[src/rtl/jpeg_cone_arbiter.sv]
// Round-robin scheduler time-sharing one external 6-in/1-out JPEG cone between NREQ requesters.
// Optional completed-transaction counter `txn_cnt` is enabled by defining JPEG_CONE_ARB_STATS_EN.
`timescale 1ns/1ps

module jpeg_cone_arbiter #(
    parameter int NREQ     = 4,
    parameter int CONE_LAT = 0
) (
    input  logic                clk,
    input  logic                rst,
    input  logic [NREQ-1:0]     req_valid,
    input  logic [6*NREQ-1:0]   req_data,
    output logic [NREQ-1:0]     req_ready,
    output logic [NREQ-1:0]     rsp_valid,
    output logic                rsp_data,
    input  logic [NREQ-1:0]     rsp_ready,
    output logic [5:0]          cone_in,
    input  logic                cone_out
`ifdef JPEG_CONE_ARB_STATS_EN
    ,output logic [15:0]        txn_cnt
`endif
);

    localparam int PW = $clog2(NREQ);

    generate
        if (NREQ < 2 || NREQ > 8) begin : g_bad_nreq
            $fatal(1, "jpeg_cone_arbiter: NREQ must be in 2..8");
        end
        if (CONE_LAT < 0 || CONE_LAT > 7) begin : g_bad_lat
            $fatal(1, "jpeg_cone_arbiter: CONE_LAT must be in 0..7");
        end
    endgenerate

    typedef enum logic [1:0] {
        S_IDLE,
        S_EVAL,
        S_RESP
    } state_e;

    state_e          state_q, state_d;
    logic [PW-1:0]   ptr_q, ptr_d;
    logic [PW-1:0]   gnt_q, gnt_d;
    logic [2:0]      cnt_q, cnt_d;
    logic [5:0]      cone_in_q, cone_in_d;
    logic            res_q, res_d;
    logic [NREQ-1:0] rsp_valid_q, rsp_valid_d;
`ifdef JPEG_CONE_ARB_STATS_EN
    logic [15:0]     txn_cnt_q, txn_cnt_d;
`endif

    logic [PW-1:0]   scan_idx;
    logic [PW-1:0]   gnt_sel;
    logic            any_req;

    // Scan downward in distance from ptr so the nearest valid requester after ptr wins.
    always_comb begin
        scan_idx = '0;
        gnt_sel  = '0;
        any_req  = 1'b0;
        for (int k = NREQ; k >= 1; k--) begin
            scan_idx = PW'((int'(ptr_q) + k) % NREQ);
            if (req_valid[scan_idx]) begin
                gnt_sel = scan_idx;
                any_req = 1'b1;
            end
        end
    end

    assign req_ready = (state_q == S_IDLE && any_req) ? (NREQ'(1) << gnt_sel) : '0;

    // NOTE: every _d gets its _q as default first, so no path through this block infers a latch.
    always_comb begin
        state_d     = state_q;
        ptr_d       = ptr_q;
        gnt_d       = gnt_q;
        cnt_d       = cnt_q;
        cone_in_d   = cone_in_q;
        res_d       = res_q;
        rsp_valid_d = rsp_valid_q;
`ifdef JPEG_CONE_ARB_STATS_EN
        txn_cnt_d   = txn_cnt_q;
`endif
        case (state_q)
            S_IDLE: begin
                if (any_req) begin
                    cone_in_d = req_data[6*gnt_sel +: 6];
                    gnt_d     = gnt_sel;
                    cnt_d     = 3'(CONE_LAT);
                    state_d   = S_EVAL;
                end
            end
            S_EVAL: begin
                if (cnt_q != 3'd0) begin
                    cnt_d = cnt_q - 3'd1;
                end else begin
                    res_d       = cone_out;
                    rsp_valid_d = NREQ'(1) << gnt_q;
                    state_d     = S_RESP;
                end
            end
            S_RESP: begin
                if (rsp_ready[gnt_q]) begin
                    rsp_valid_d = '0;
                    ptr_d       = gnt_q;
                    state_d     = S_IDLE;
`ifdef JPEG_CONE_ARB_STATS_EN
                    txn_cnt_d   = txn_cnt_q + 16'd1;
`endif
                end
            end
            default: state_d = S_IDLE;
        endcase
    end

    // NOTE: sequential state uses non-blocking assignments so all flops update together at the edge.
    always_ff @(posedge clk) begin
        if (rst) begin
            state_q     <= S_IDLE;
            ptr_q       <= PW'(NREQ - 1);
            gnt_q       <= '0;
            cnt_q       <= '0;
            cone_in_q   <= '0;
            res_q       <= 1'b0;
            rsp_valid_q <= '0;
`ifdef JPEG_CONE_ARB_STATS_EN
            txn_cnt_q   <= '0;
`endif
        end else begin
            state_q     <= state_d;
            ptr_q       <= ptr_d;
            gnt_q       <= gnt_d;
            cnt_q       <= cnt_d;
            cone_in_q   <= cone_in_d;
            res_q       <= res_d;
            rsp_valid_q <= rsp_valid_d;
`ifdef JPEG_CONE_ARB_STATS_EN
            txn_cnt_q   <= txn_cnt_d;
`endif
        end
    end

    assign rsp_valid = rsp_valid_q;
    assign rsp_data  = res_q;
    assign cone_in   = cone_in_q;
`ifdef JPEG_CONE_ARB_STATS_EN
    assign txn_cnt   = txn_cnt_q;
`endif

endmodule
[config.mk]
export PLATFORM = sky130hd
export DESIGN_NAME = jpeg_cone_arbiter
export DESIGN_NICKNAME = d
export VERILOG_FILES = /design/src/rtl/jpeg_cone_arbiter.sv
export SDC_FILE = /design/constraint.sdc
export NUM_CORES = 1
export LEC_CHECK = 0
export CORE_MARGIN = 2
export CORE_UTILIZATION = 43
export CTS_BUF_LIST = sky130_fd_sc_hd__clkbuf_8
export DETAILED_ROUTE_END_ITERATION = 12
export GPL_TIMING_DRIVEN = 0
export PLACE_DENSITY = 0.82
export SLEW_MARGIN = 20
export SYNTH_ARGS = -nofsm -noshare
export SYNTH_HDL_FRONTEND = slang
export SYNTH_SLANG_ARGS = --single-unit
[constraint.sdc]
create_clock -name clk -period 2.6 [get_ports clk]
set_clock_uncertainty 0.2 [all_clocks]
set_input_delay 0.78 -clock clk [delete_from_list [all_inputs] [get_ports clk]]
set_output_delay 0.78 -clock clk [all_outputs]
set_load 0.05 [all_outputs]
==> results.md, run 1 <==
| Quantity | This run | Unit |
| --- | --- | --- |
| Number of storage elements in the synthesis netlist | 20 | - |
| Number of max-capacitance violations reported | 0 | - |
| Number of vias per cell | 5.61 | - |
| Detailed-route DRC error count | 0 | - |
| Violated checks | setup timing | - |
| Power density over cell area | 573 | nW/um^2 |
| Net Count, Synth | 166 | - |
| Die extent in y | 55.1 | um |
| Total wire length after detailed routing | 3490 | um |
| Syn avg cell area | 8.69 | um^2 |
| Dominant register cell in the synthesized netlist | sky130_fd_sc_hd__dfxtp_1 | - |
| First-pass DRT Iterations | 4 | - |
| Worst setup SP type | input port | - |
| Worst Hold Class | reg2reg | - |
| Post-synthesis async set-or-reset flop share | 0 | % |
| Max Transition Viols Final | 0 | - |
| Core ar. | 2480 | um^2 |
| Number of hold violations in the final report | 0 | - |
| Global-route wire length before repair | 5070 | um |
| Clock-pin slew of the registers on the worst-case setup and hold paths | 0.07 | ns |
| Number of global-route vias before repair | 1154 | - |
| Cell chosen for the clock root | sky130_fd_sc_hd__clkbuf_8 | - |
| Worst-case setup margin in the final layout | -0.121 | ns |
| Setup repair after global routing missed its margin | yes | - |
| Sequential area share after synthesis | 35.7 | % |
| Worst Hold Margin | 0.265 | ns |
| Peak ir drop on the vdd network | 0.561 | mV |
| Count of nets after finishing | 228 | - |
| Worst Path Arrival | 1.74 | ns |
| Starting density of the core | 45.3 | % |
| Storage element area | 402 | um^2 |
| Clk sink count | 20 | - |
| Initial antenna violation count | 0 | - |
| Cell row count | 18 | - |
| Count of inserted antenna diode cells | 0 | - |
| Post-detailed-route wirelength per cell | 15.9 | um |
| Pin count of the biggest net entering global routing | 13 | - |
| Synth Cell Area | 1120 | um^2 |
| Maximum frequency from static timing analysis | 368 | MHz |
| Deepest clock path buffer count | 2 | - |
| Overall Global Routing Usage | 23.3 | % |
| Antenna-violating nets left | 0 | - |
| Top cell types by occurrence after synthesis | 20 x sky130_fd_sc_hd__dfxtp_1, 20 x sky130_fd_sc_hd__nor2_1, 11 x sky130_fd_sc_hd__a21oi_1 | - |
| Total via count after detailed routing | 1234 | - |
| Layout area overhead | 72.8 | % |
| First DRT Iteration DRCs | 15 | - |
| Insertion delay of the later-clocked pin in the worst-skew pair | 0.26 | ns |
| Number of cells after detailed placement | 207 | - |
| Area share of the largest cell type after synthesis | 35.7 | % |
| Final HPWL DP | 2480 | um |
| Final setup TNS | -0.313 | ns |
| Num CTS Buffers | 3 | - |
| Kind of end point of the critical path | primary output | - |
| Crit path required time | 1.62 | ns |
| Worst slack at placement | -1.57 | ns |
| Crit share post-route | 105 | % |
| Worst slew pin tran | 0.562 | ns |
| Final Non-Filler Cells | 220 | - |
| Grt ovf | 0 | - |
| Number of flops mapped to enable cells by yosys | 0 | - |
| Leakage power total | 0.748 | nW |
| Number of primary I/O pins | 50 | - |
| Final weighted congestion in routability-driven placement | 0.804 | - |
| Synthesis warning total | 0 | - |
| Time the worst path needs with I/O delays and setup | 2.72 | ns |
| Die area | 3030 | um^2 |
| Number of buffers inserted for hold repair after clock tree synthesis | 0 | - |
| Fraction of layout instances using a drive strength above 1 | 24.7 | % |
| Maximum fanout count along the critical path | 5 | - |
| Status | finished with violations | - |
| Largest area contributor in the synthesized netlist | sky130_fd_sc_hd__dfxtp_1 | - |
| H-tree depth | 1 | - |
| Fill cell count | 175 | - |
| Distinct cell type count of the synthesized netlist | 35 | - |
| Syn Inst Count | 129 | - |
| Die span in x | 55.1 | um |
| Top cells by area in the synthesized netlist | sky130_fd_sc_hd__dfxtp_1 36%, sky130_fd_sc_hd__mux2_4 8.0%, sky130_fd_sc_hd__nor2_1 6.7% | - |
| Port bufs | 48 | - |
| Slew headroom | 62.2 | % |
| TritonCTS clock tree | built | - |
| CP Class | in2out | - |
| Final setup viols | 4 | - |
| Area of the multi-input gates | 813 | um^2 |
-- final cells by class --
class                   count  area share [%]
plain buffers               3           0.581
clock buffers               3            2.13
clock inverters             1            1.55
inverters                   5           0.969
multi-input cells         101            42.0
flip-flops and latches     20            20.7
well taps                  30            1.94
repair buffers             57            30.1
-- state kept, by name, indices dropped and copies added, names as in the netlist --
name,cells
gnt_q,2
cnt_q,3
state_q,2
cone_in,6
rsp_data,1
ptr_q,2
rsp_valid,4
-- metal layers --
| metal | wire length [um] | vias to the layer above | GRT usage (%) | part of all wire, % |
|---|---|---|---|---|
| met5 | 0 | - | 0 | 0 |
| met1 | 1380 | 577 | 25.1 | 40 |
| met2 | 1800 | 58 | 45.0 | 51 |
| met4 | 38 | 0 | 6.10 | 1.1 |
| met3 | 274 | 4 | 5.11 | 7.8 |
| li1 | - | 595 | - | - |
-- path summary, 6_finish.rpt --
check | from | endpoint | slack, ns | depth (start not counted)
hold reg to reg | rsp_data | rsp_data | 0.26 | 2
setup / recovery | req_valid[1] | req_ready[0] | -0.12 | 7
hold / removal | rsp_data | rsp_data | 0.26 | 2
setup reg to reg | ptr_q[1] | cone_in[3] | 0.35 | 7
-- per-stage QoR --
step | power (mW) | area (um^2) | util, %
floorplan | 0.617 | 1200 | -
global placement | 0.748 | 1720 | 69.5
detailed placement | 0.757 | 1720 | 69.5
CTS | 1.10 | 1910 | 77.2
global route | 1.15 | 1940 | 78.2
finish | 1.11 | 1940 | 78.2
-- power breakdown --
part / internal, mW / switching, mW / leakage, nW
clock network: 0.206 / 0.103 / 0.0357
logic: 0.204 / 0.233 / 0.549
registers: 0.336 / 0.0289 / 0.163
-- critical path: stages --
cell and delay, ns:
sky130_fd_sc_hd__buf_8 0.11, sky130_fd_sc_hd__nor2b_4 0.12, sky130_fd_sc_hd__o21ba_4 0.22, sky130_fd_sc_hd__nor2_4 0.13
sky130_fd_sc_hd__inv_2 0.08, sky130_fd_sc_hd__nor3_4 0.12, sky130_fd_sc_hd__buf_6 0.18
-- cells in the final DEF (no fill, tap or decap), types with 2 or more instances in the layout --
master / count
sky130_fd_sc_hd__a21oi_1: 11
sky130_fd_sc_hd__a221o_1: 6
sky130_fd_sc_hd__a22oi_1: 2
sky130_fd_sc_hd__a32oi_1: 2
sky130_fd_sc_hd__buf_4: 7
sky130_fd_sc_hd__buf_6: 4
sky130_fd_sc_hd__buf_8: 4
sky130_fd_sc_hd__clkbuf_1: 2
sky130_fd_sc_hd__clkbuf_8: 3
sky130_fd_sc_hd__clkdlybuf4s50_1: 40
sky130_fd_sc_hd__dfxtp_1: 19
sky130_fd_sc_hd__ha_1: 2
sky130_fd_sc_hd__inv_1: 4
sky130_fd_sc_hd__mux2_4: 6
sky130_fd_sc_hd__nand2_1: 6
sky130_fd_sc_hd__nand2b_1: 3
sky130_fd_sc_hd__nand3_1: 6
sky130_fd_sc_hd__nand3b_1: 3
sky130_fd_sc_hd__nor2_1: 16
sky130_fd_sc_hd__nor2_4: 4
sky130_fd_sc_hd__nor2b_1: 2
sky130_fd_sc_hd__nor3_1: 2
sky130_fd_sc_hd__nor3_4: 2
sky130_fd_sc_hd__o21ai_0: 6
-- cells by family after synthesis --
group,after synthesis,synth area share [%]
XOR/XNOR,1,0.781
adder cells (fa/ha/maj),2,2.23
multiplexers,8,10.9
flip-flops,20,35.7
AND/OR/NAND/NOR,50,21.8
AO/OA/AOI/OAI,40,25.9
buffers and inverters,8,2.68
-- timing repair --
item | 4_1_cts | 5_1_grt
endpoints found under the hold margin | 0 | 0
gates resized for setup | 62 | 4
endpoints found under the setup margin | 10 | 4
pin swaps | 8 | 3
buffers inserted | 8 | 1
(Power assumes the default switching activity.)
==> inputs of run 2 (changes only) <==
CORE_UTILIZATION = 44   (was 43)
DONT_BUFFER_PORTS = 1   (was unset)
PLACE_DENSITY = unset   (was 0.82)
SKIP_LAST_GASP = 1   (was unset)
==> results.md, run 2 (same netlist as run 1, synthesis figures left out) <==
| Quantity | This run | Unit | Delta |
| --- | --- | --- | --- |
| Most frequent standard cell in the layout excluding fill and tap cells | sky130_fd_sc_hd__dfxtp_1 | - | was sky130_fd_sc_hd__clkdlybuf4s50_1 |
| Final Cell Area | 1410 | um^2 | was 1940 um^2 |
| Clk sink count | 20 | - | unchanged |
| Worst Hold Margin | 0.301 | ns | was 0.265 ns |
| Die extent in y | 54.5 | um | was 55.1 um |
| Initial antenna violation count | 0 | - | unchanged |
| Die area | 2970 | um^2 | was 3030 um^2 |
| Hold path cells | 2 | - | unchanged |
| Worst Hold Class | reg2reg | - | unchanged |
| Grt ovf | 0 | - | unchanged |
| Number of max-capacitance violations reported | 0 | - | unchanged |
| Maximum fanout count along the critical path | 9 | - | was 5 |
| Number of flip-flops in the largest register | 6 | - | unchanged |
| First-pass DRT Iterations | 4 | - | unchanged |
| Clock-pin slew of the registers on the worst-case setup and hold paths | 0.07 | ns | about the same |
| Number of global-route vias before repair | 931 | - | was 1154 |
| Crit path required time | 1.62 | ns | about the same |
| Capture point of the critical path | req_ready[1] | - | was req_ready[0] |
| Kind of cell adding the most delay to the critical path | simple AND/OR/NAND/NOR gates | - | was buffers and inverters |
| Peak ir drop on the vdd network | 0.356 | mV | was 0.561 mV |
| Detailed-route DRC error count | 0 | - | unchanged |
| Logic depth of the worst register-to-register path | 4 | - | was 7 |
| Cell chosen for the clock root | sky130_fd_sc_hd__clkbuf_8 | - | unchanged |
| Fraction of layout instances using a drive strength above 1 | 26.6 | % | was 24.7% |
| Power density over cell area | 653 | nW/um^2 | was 573 nW/um^2 |
| Number of hold violations in the final report | 0 | - | unchanged |
| TritonCTS clock tree | built | - | unchanged |
| Launching instance or port of the critical path | req_valid[3] | - | was req_valid[1] |
| Fill cell count | 219 | - | was 175 |
| Post-detailed-route wirelength per cell | 15.9 | um | about the same |
| Crit share post-route | 107 | % | was 105% |
| Final HPWL DP | 2060 | um | was 2480 um |
| First DRT Iteration DRCs | 3 | - | was 15 |
| Die span in x | 54.5 | um | was 55.1 um |
| R2r startpoint | state_q[1] | - | was ptr_q[1] |
| Starting density of the core | 45.7 | % | was 45.3% |
| Max Transition Viols Final | 0 | - | unchanged |
| Global-route wire length before repair | 4150 | um | was 5070 um |
| Kind of end point of the critical path | primary output | - | unchanged |
| Status | finished with violations | - | unchanged |
| Buffer and inverter count on the worst path | 1 | - | was 3 |
| Cell-by-cell listing of the critical path | a21boi_4 > o21ba_4 > nor2_4 > buf_8 > nor3_4 | - | was buf_8 > nor2b_4 > o21ba_4 > nor2_4 > inv_2 > nor3_4 > buf_6 |
| Most used cells in the layout excluding fill and tap cells | 18 x sky130_fd_sc_hd__dfxtp_1, 16 x sky130_fd_sc_hd__nor2_1, 11 x sky130_fd_sc_hd__a21oi_1 | - | was 40 x sky130_fd_sc_hd__clkdlybuf4s50_1, 19 x sky130_fd_sc_hd__dfxtp_1, 16 x sky130_fd_sc_hd__nor2_1 |
| Worst Path Arrival | 1.79 | ns | was 1.74 ns |
| Worst reg2reg endpoint | cone_in[3] | - | unchanged |
| Number of vias per cell | 5.88 | - | was 5.61 |
| Leakage power total | 0.524 | nW | was 0.748 nW |
| CP Class | in2out | - | unchanged |
| Total cell area at the placement stage | 1240 | um^2 | was 1720 um^2 |
| Final weighted congestion in routability-driven placement | 0.735 | - | was 0.804 |
| Maximum frequency from static timing analysis | 361 | MHz | was 368 MHz |
| H-tree depth | 1 | - | unchanged |
| Deepest clock path buffer count | 2 | - | unchanged |
| Overall Global Routing Usage | 19.5 | % | was 23.3% |
| Time the worst path needs with I/O delays and setup | 2.77 | ns | was 2.72 ns |
| Total wire length after detailed routing | 2700 | um | was 3490 um |
| Critical-path cell with the highest stage delay | sky130_fd_sc_hd__nor3_4 | - | was sky130_fd_sc_hd__o21ba_4 |
| Launch point of the worst hold path | cnt_q[1] | - | was rsp_data |
| Setup repair after global routing missed its margin | yes | - | unchanged |
| Worst slew pin tran | 0.656 | ns | was 0.562 ns |
| Critical path depth | 5 | - | was 7 |
| Count of inserted antenna diode cells | 0 | - | unchanged |
| Final setup viols | 2 | - | was 4 |
| Port bufs | 0 | - | was 48 |
| Antenna-violating nets left | 0 | - | unchanged |
| Worst setup SP type | input port | - | unchanged |
| Core ar. | 2450 | um^2 | was 2480 um^2 |
| Insertion delay of the later-clocked pin in the worst-skew pair | 0.26 | ns | about the same |
| Num CTS Buffers | 3 | - | unchanged |
| Violated checks | setup timing | - | unchanged |
| Layout area overhead | 25.4 | % | was 72.8% |
| Worst reg-to-reg setup slack | 0.49 | ns | was 0.35 ns |
| Slew headroom | 55.9 | % | was 62.2% |
| Worst-case setup margin in the final layout | -0.173 | ns | was -0.121 ns |
| Total via count after detailed routing | 994 | - | was 1234 |
| Number of primary I/O pins | 50 | - | unchanged |
| Cell row count | 18 | - | unchanged |
| Slowest Stage Delay on Critical Path | 0.47 | ns | was 0.22 ns |
| Pin count of the biggest net entering global routing | 12 | - | was 13 |
| Count of nets after finishing | 177 | - | was 228 |
-- run 2: layout make-up --
| cell class | instances | area [um^2] | area share [%] |
|---|---|---|---|
| inverters | 5 | 18.8 | 1.33 |
| multi-input cells | 101 | 813 | 57.8 |
| repair buffers | 6 | 65.1 | 4.63 |
| clock buffers | 4 | 55.1 | 3.91 |
| flip-flops and latches | 20 | 405 | 28.8 |
| plain buffers | 3 | 11.3 | 0.801 |
| well taps | 30 | 37.5 | 2.67 |
-- run 2: how the worst min path moves through the flow --
stage	slack (ns)	end
CTS	0.31	cnt_q[1]
global route	0.36	cnt_q[1]
global placement	0.29	cnt_q[1]
finish	0.30	cnt_q[1]
floorplan	0.26	cnt_q[1]
detailed placement	0.29	cnt_q[1]
-- run 2: what timing repair did --
item / CTS / global route
resized for setup: 7 / 5
setup buffers: 5 / 1
pin swaps: 8 / 7
endpoints found under the setup margin: 4 / 4
hold buffers: 0 / 0
hold endpoints to repair: 0 / 0
-- run 2: stage by stage --
step	setup slack, ns	util [%]	total power, mW	TNS [ns]	std cells
floorplan	-0.367	-	0.617	-0.811	129
global placement	-0.478	50.6	0.647	-1.19	159
detailed placement	-0.500	50.6	0.653	-1.28	159
CTS	-0.200	56.1	0.917	-0.453	168
global route	-0.221	57.3	0.959	-0.466	169
finish	-0.173	57.3	0.918	-0.332	169
-- run 2: power breakdown --
group | internal, mW | leakage (nW) | switching, mW
Sequential | 0.336 | 0.163 | 0.0977
Clock | 0.135 | 0.0288 | 0.107
Combinational | 0.109 | 0.332 | 0.133
-- run 2: per-layer routing --
layer / wire length [um] / vias up / share of wire (%) / global-route usage, %
li1: - / 494 / - / -
met1: 1270 / 458 / 47 / 25.5
met2: 1220 / 37 / 45 / 30.9
met3: 169 / 5 / 6.3 / 4.64
met4: 35 / 0 / 1.3 / 7.50
met5: 0 / - / 0 / 0
-- run 2: worst min-delay path, stage by stage, from the launching register on --
cell                      delay (ns)
sky130_fd_sc_hd__dfxtp_1        0.33
sky130_fd_sc_hd__a31oi_1        0.07
sky130_fd_sc_hd__nor2_1         0.07
==> inputs of run 3 (changes only) <==
clock period = 3.3 ns   (was 2.6 ns; I/O delays follow)
==> results.md, run 3 (same netlist as run 1, synthesis figures left out) <==
| Quantity | This run | Unit | Delta |
| --- | --- | --- | --- |
| Number of max-capacitance violations reported | 0 | - | unchanged |
| Fraction of layout instances using a drive strength above 1 | 19.1 | % | was 26.6% |
| Antenna-violating nets left | 0 | - | unchanged |
| Final Cell Area | 1290 | um^2 | was 1410 um^2 |
| Die extent in y | 54.5 | um | unchanged |
| Number of primary I/O pins | 50 | - | unchanged |
| Power density over cell area | 539 | nW/um^2 | was 653 nW/um^2 |
| Overall Global Routing Usage | 17.8 | % | was 19.5% |
| Worst reg-to-reg setup slack | 0.97 | ns | was 0.49 ns |
| Final HPWL DP | 1950 | um | was 2060 um |
| Die span in x | 54.5 | um | unchanged |
| Worst Hold Margin | 0.316 | ns | was 0.301 ns |
| Leakage power total | 0.482 | nW | was 0.524 nW |
| Max Transition Viols Final | 0 | - | unchanged |
| Pin count of the biggest net entering global routing | 12 | - | unchanged |
| Switching power | 0.254 | mW | was 0.338 mW |
| Clk sink count | 20 | - | unchanged |
| First-pass DRT Iterations | 4 | - | unchanged |
| Fill cell count | 236 | - | was 219 |
| Most used cells in the layout excluding fill and tap cells | 20 x sky130_fd_sc_hd__dfxtp_1, 18 x sky130_fd_sc_hd__nor2_1, 11 x sky130_fd_sc_hd__a21oi_1 | - | was 18 x sky130_fd_sc_hd__dfxtp_1, 16 x sky130_fd_sc_hd__nor2_1, 11 x sky130_fd_sc_hd__a21oi_1 |
| Crit path required time | 2.11 | ns | was 1.62 ns |
| TritonCTS clock tree | built | - | unchanged |
| Combinational power share | 24.4 | % | was 26.4% |
| Worst Path Arrival | 2.08 | ns | was 1.79 ns |
| Status | completed | - | was finished with violations |
| Storage element area | 400 | um^2 | was 405 um^2 |
| Num CTS Buffers | 3 | - | unchanged |
| Cell row count | 18 | - | unchanged |
| Final Non-Filler Cells | 166 | - | was 169 |
| Area of the multi-input gates | 741 | um^2 | was 813 um^2 |
| Port bufs | 0 | - | unchanged |
| Worst slew pin tran | 0.623 | ns | was 0.656 ns |
| Count of inserted antenna diode cells | 0 | - | unchanged |
| Total cell area at the placement stage | 1190 | um^2 | was 1240 um^2 |
| Deepest clock path buffer count | 2 | - | unchanged |
| Total via count after detailed routing | 987 | - | was 994 |
| H-tree depth | 1 | - | unchanged |
| Worst setup SP type | input port | - | unchanged |
| Kind of end point of the critical path | primary output | - | unchanged |
| Detailed-route DRC error count | 0 | - | unchanged |
| Number of vias per cell | 5.95 | - | was 5.88 |
| Initial antenna violation count | 0 | - | unchanged |
| Final weighted congestion in routability-driven placement | 0.807 | - | was 0.735 |
| Post-detailed-route wirelength per cell | 16.0 | um | was 15.9 um |
| Peak ir drop on the vdd network | 0.371 | mV | was 0.356 mV |
| Worst Hold Class | reg2reg | - | unchanged |
| Cell chosen for the clock root | sky130_fd_sc_hd__clkbuf_8 | - | unchanged |
| Maximum fanout count along the critical path | 8 | - | was 9 |
| Core ar. | 2450 | um^2 | unchanged |
| Number of flip-flops in the largest register | 6 | - | unchanged |
| CP Class | in2out | - | unchanged |
| Maximum frequency from static timing analysis | 306 | MHz |  |
| Cell internal pwr | 0.439 | mW | was 0.580 mW |
| Most frequent standard cell in the layout excluding fill and tap cells | sky130_fd_sc_hd__dfxtp_1 | - | unchanged |
| Die area | 2970 | um^2 | unchanged |
| Slew headroom | 58.1 | % | was 55.9% |
| Final setup viols | 0 | - | was 2 |
| Starting density of the core | 45.7 | % | unchanged |
| Number of global-route vias before repair | 849 | - | was 931 |
| Clk network pwr share | 26.4 | % | about the same |
| Number of cells after detailed placement | 159 | - | unchanged |
| Switching portion of total power | 36.7 | % | was 36.8% |
| Layout area overhead | 14.7 | % | was 25.4% |
| Time the worst path needs with I/O delays and setup | 3.27 | ns |  |
| First DRT Iteration DRCs | 17 | - | was 3 |
| Clock-pin slew of the registers on the worst-case setup and hold paths | 0.07 | ns | about the same |
| Seq pwr share | 49.2 | % | was 47.2% |
| Global-route wire length before repair | 3730 | um | was 4150 um |
| Setup repair after global routing missed its margin | yes | - | unchanged |
| Insertion delay of the later-clocked pin in the worst-skew pair | 0.26 | ns | about the same |
| Total wire length after detailed routing | 2660 | um | was 2700 um |
| Crit share post-route | 99.1 | % |  |
| Number of hold violations in the final report | 0 | - | unchanged |
| Count of nets after finishing | 174 | - | was 177 |
| Grt ovf | 0 | - | unchanged |
[run 3: through the flow]
step                      total power, mW  setup WS, ns  util [%]  TNS (ns)
after floorplan                     0.474        -0.111         -    -0.306
after global placement              0.499        -0.265      48.4    -0.798
after detailed placement            0.502        -0.278      48.4    -0.854
after CTS                           0.697      -0.00192      52.4  -0.00192
after global routing                0.725       -0.0206      52.4   -0.0206
final                               0.693        0.0310      52.4         0
[run 3: final timing paths]
kind,start,to,depth (start not counted)
worst min-delay path,cnt_q[1],cnt_q[1],2
worst max register to register,ptr_q[1],cone_in[2],7
worst max-delay path,req_valid[3],req_ready[3],6
worst min register to register,cnt_q[1],cnt_q[1],2
[run 3: worst max-delay path, cell delays in order]
cell and delay, ns:
sky130_fd_sc_hd__a21boi_1 0.18, sky130_fd_sc_hd__o21ba_2 0.21, sky130_fd_sc_hd__nor2_4 0.05, sky130_fd_sc_hd__buf_4 0.15
sky130_fd_sc_hd__buf_4 0.18, sky130_fd_sc_hd__nor2_4 0.31
[run 3: layout make-up]
class,count,area share [%]
Buffer,3,0.875
Clock buffer,4,4.28
Inverter,5,1.46
Multi-Input combinational cell,101,57.6
Sequential cell,20,31.1
Tap cell,30,2.92
Timing Repair Buffer,3,1.75
[run 3: power groups by stage]
stage          Clock (mW)  Combinational (mW)  Sequential [mW]
2_1_floorplan           0               0.135            0.339
4_1_cts             0.187               0.169            0.341
6_report            0.183               0.169            0.341
3_3_place_gp            0               0.154            0.345
3_5_place_dp            0               0.156            0.346
5_1_grt             0.198               0.183            0.344
[run 3: timing repair]
action,CTS,global route
hold buffers,0,0
buffers inserted,3,0
pin swaps,6,3
setup endpoints to repair,4,4
resized for setup,4,1
[run 3: metal layers]
metal  track usage (%)  up-vias  part of all wire (%)
met4              8.75        0                   1.4
met1              24.2      459                    47
met3              2.73        4                   5.8
met5                 0        -                     0
met2              27.5       35                    46
li1                  -      489                     -
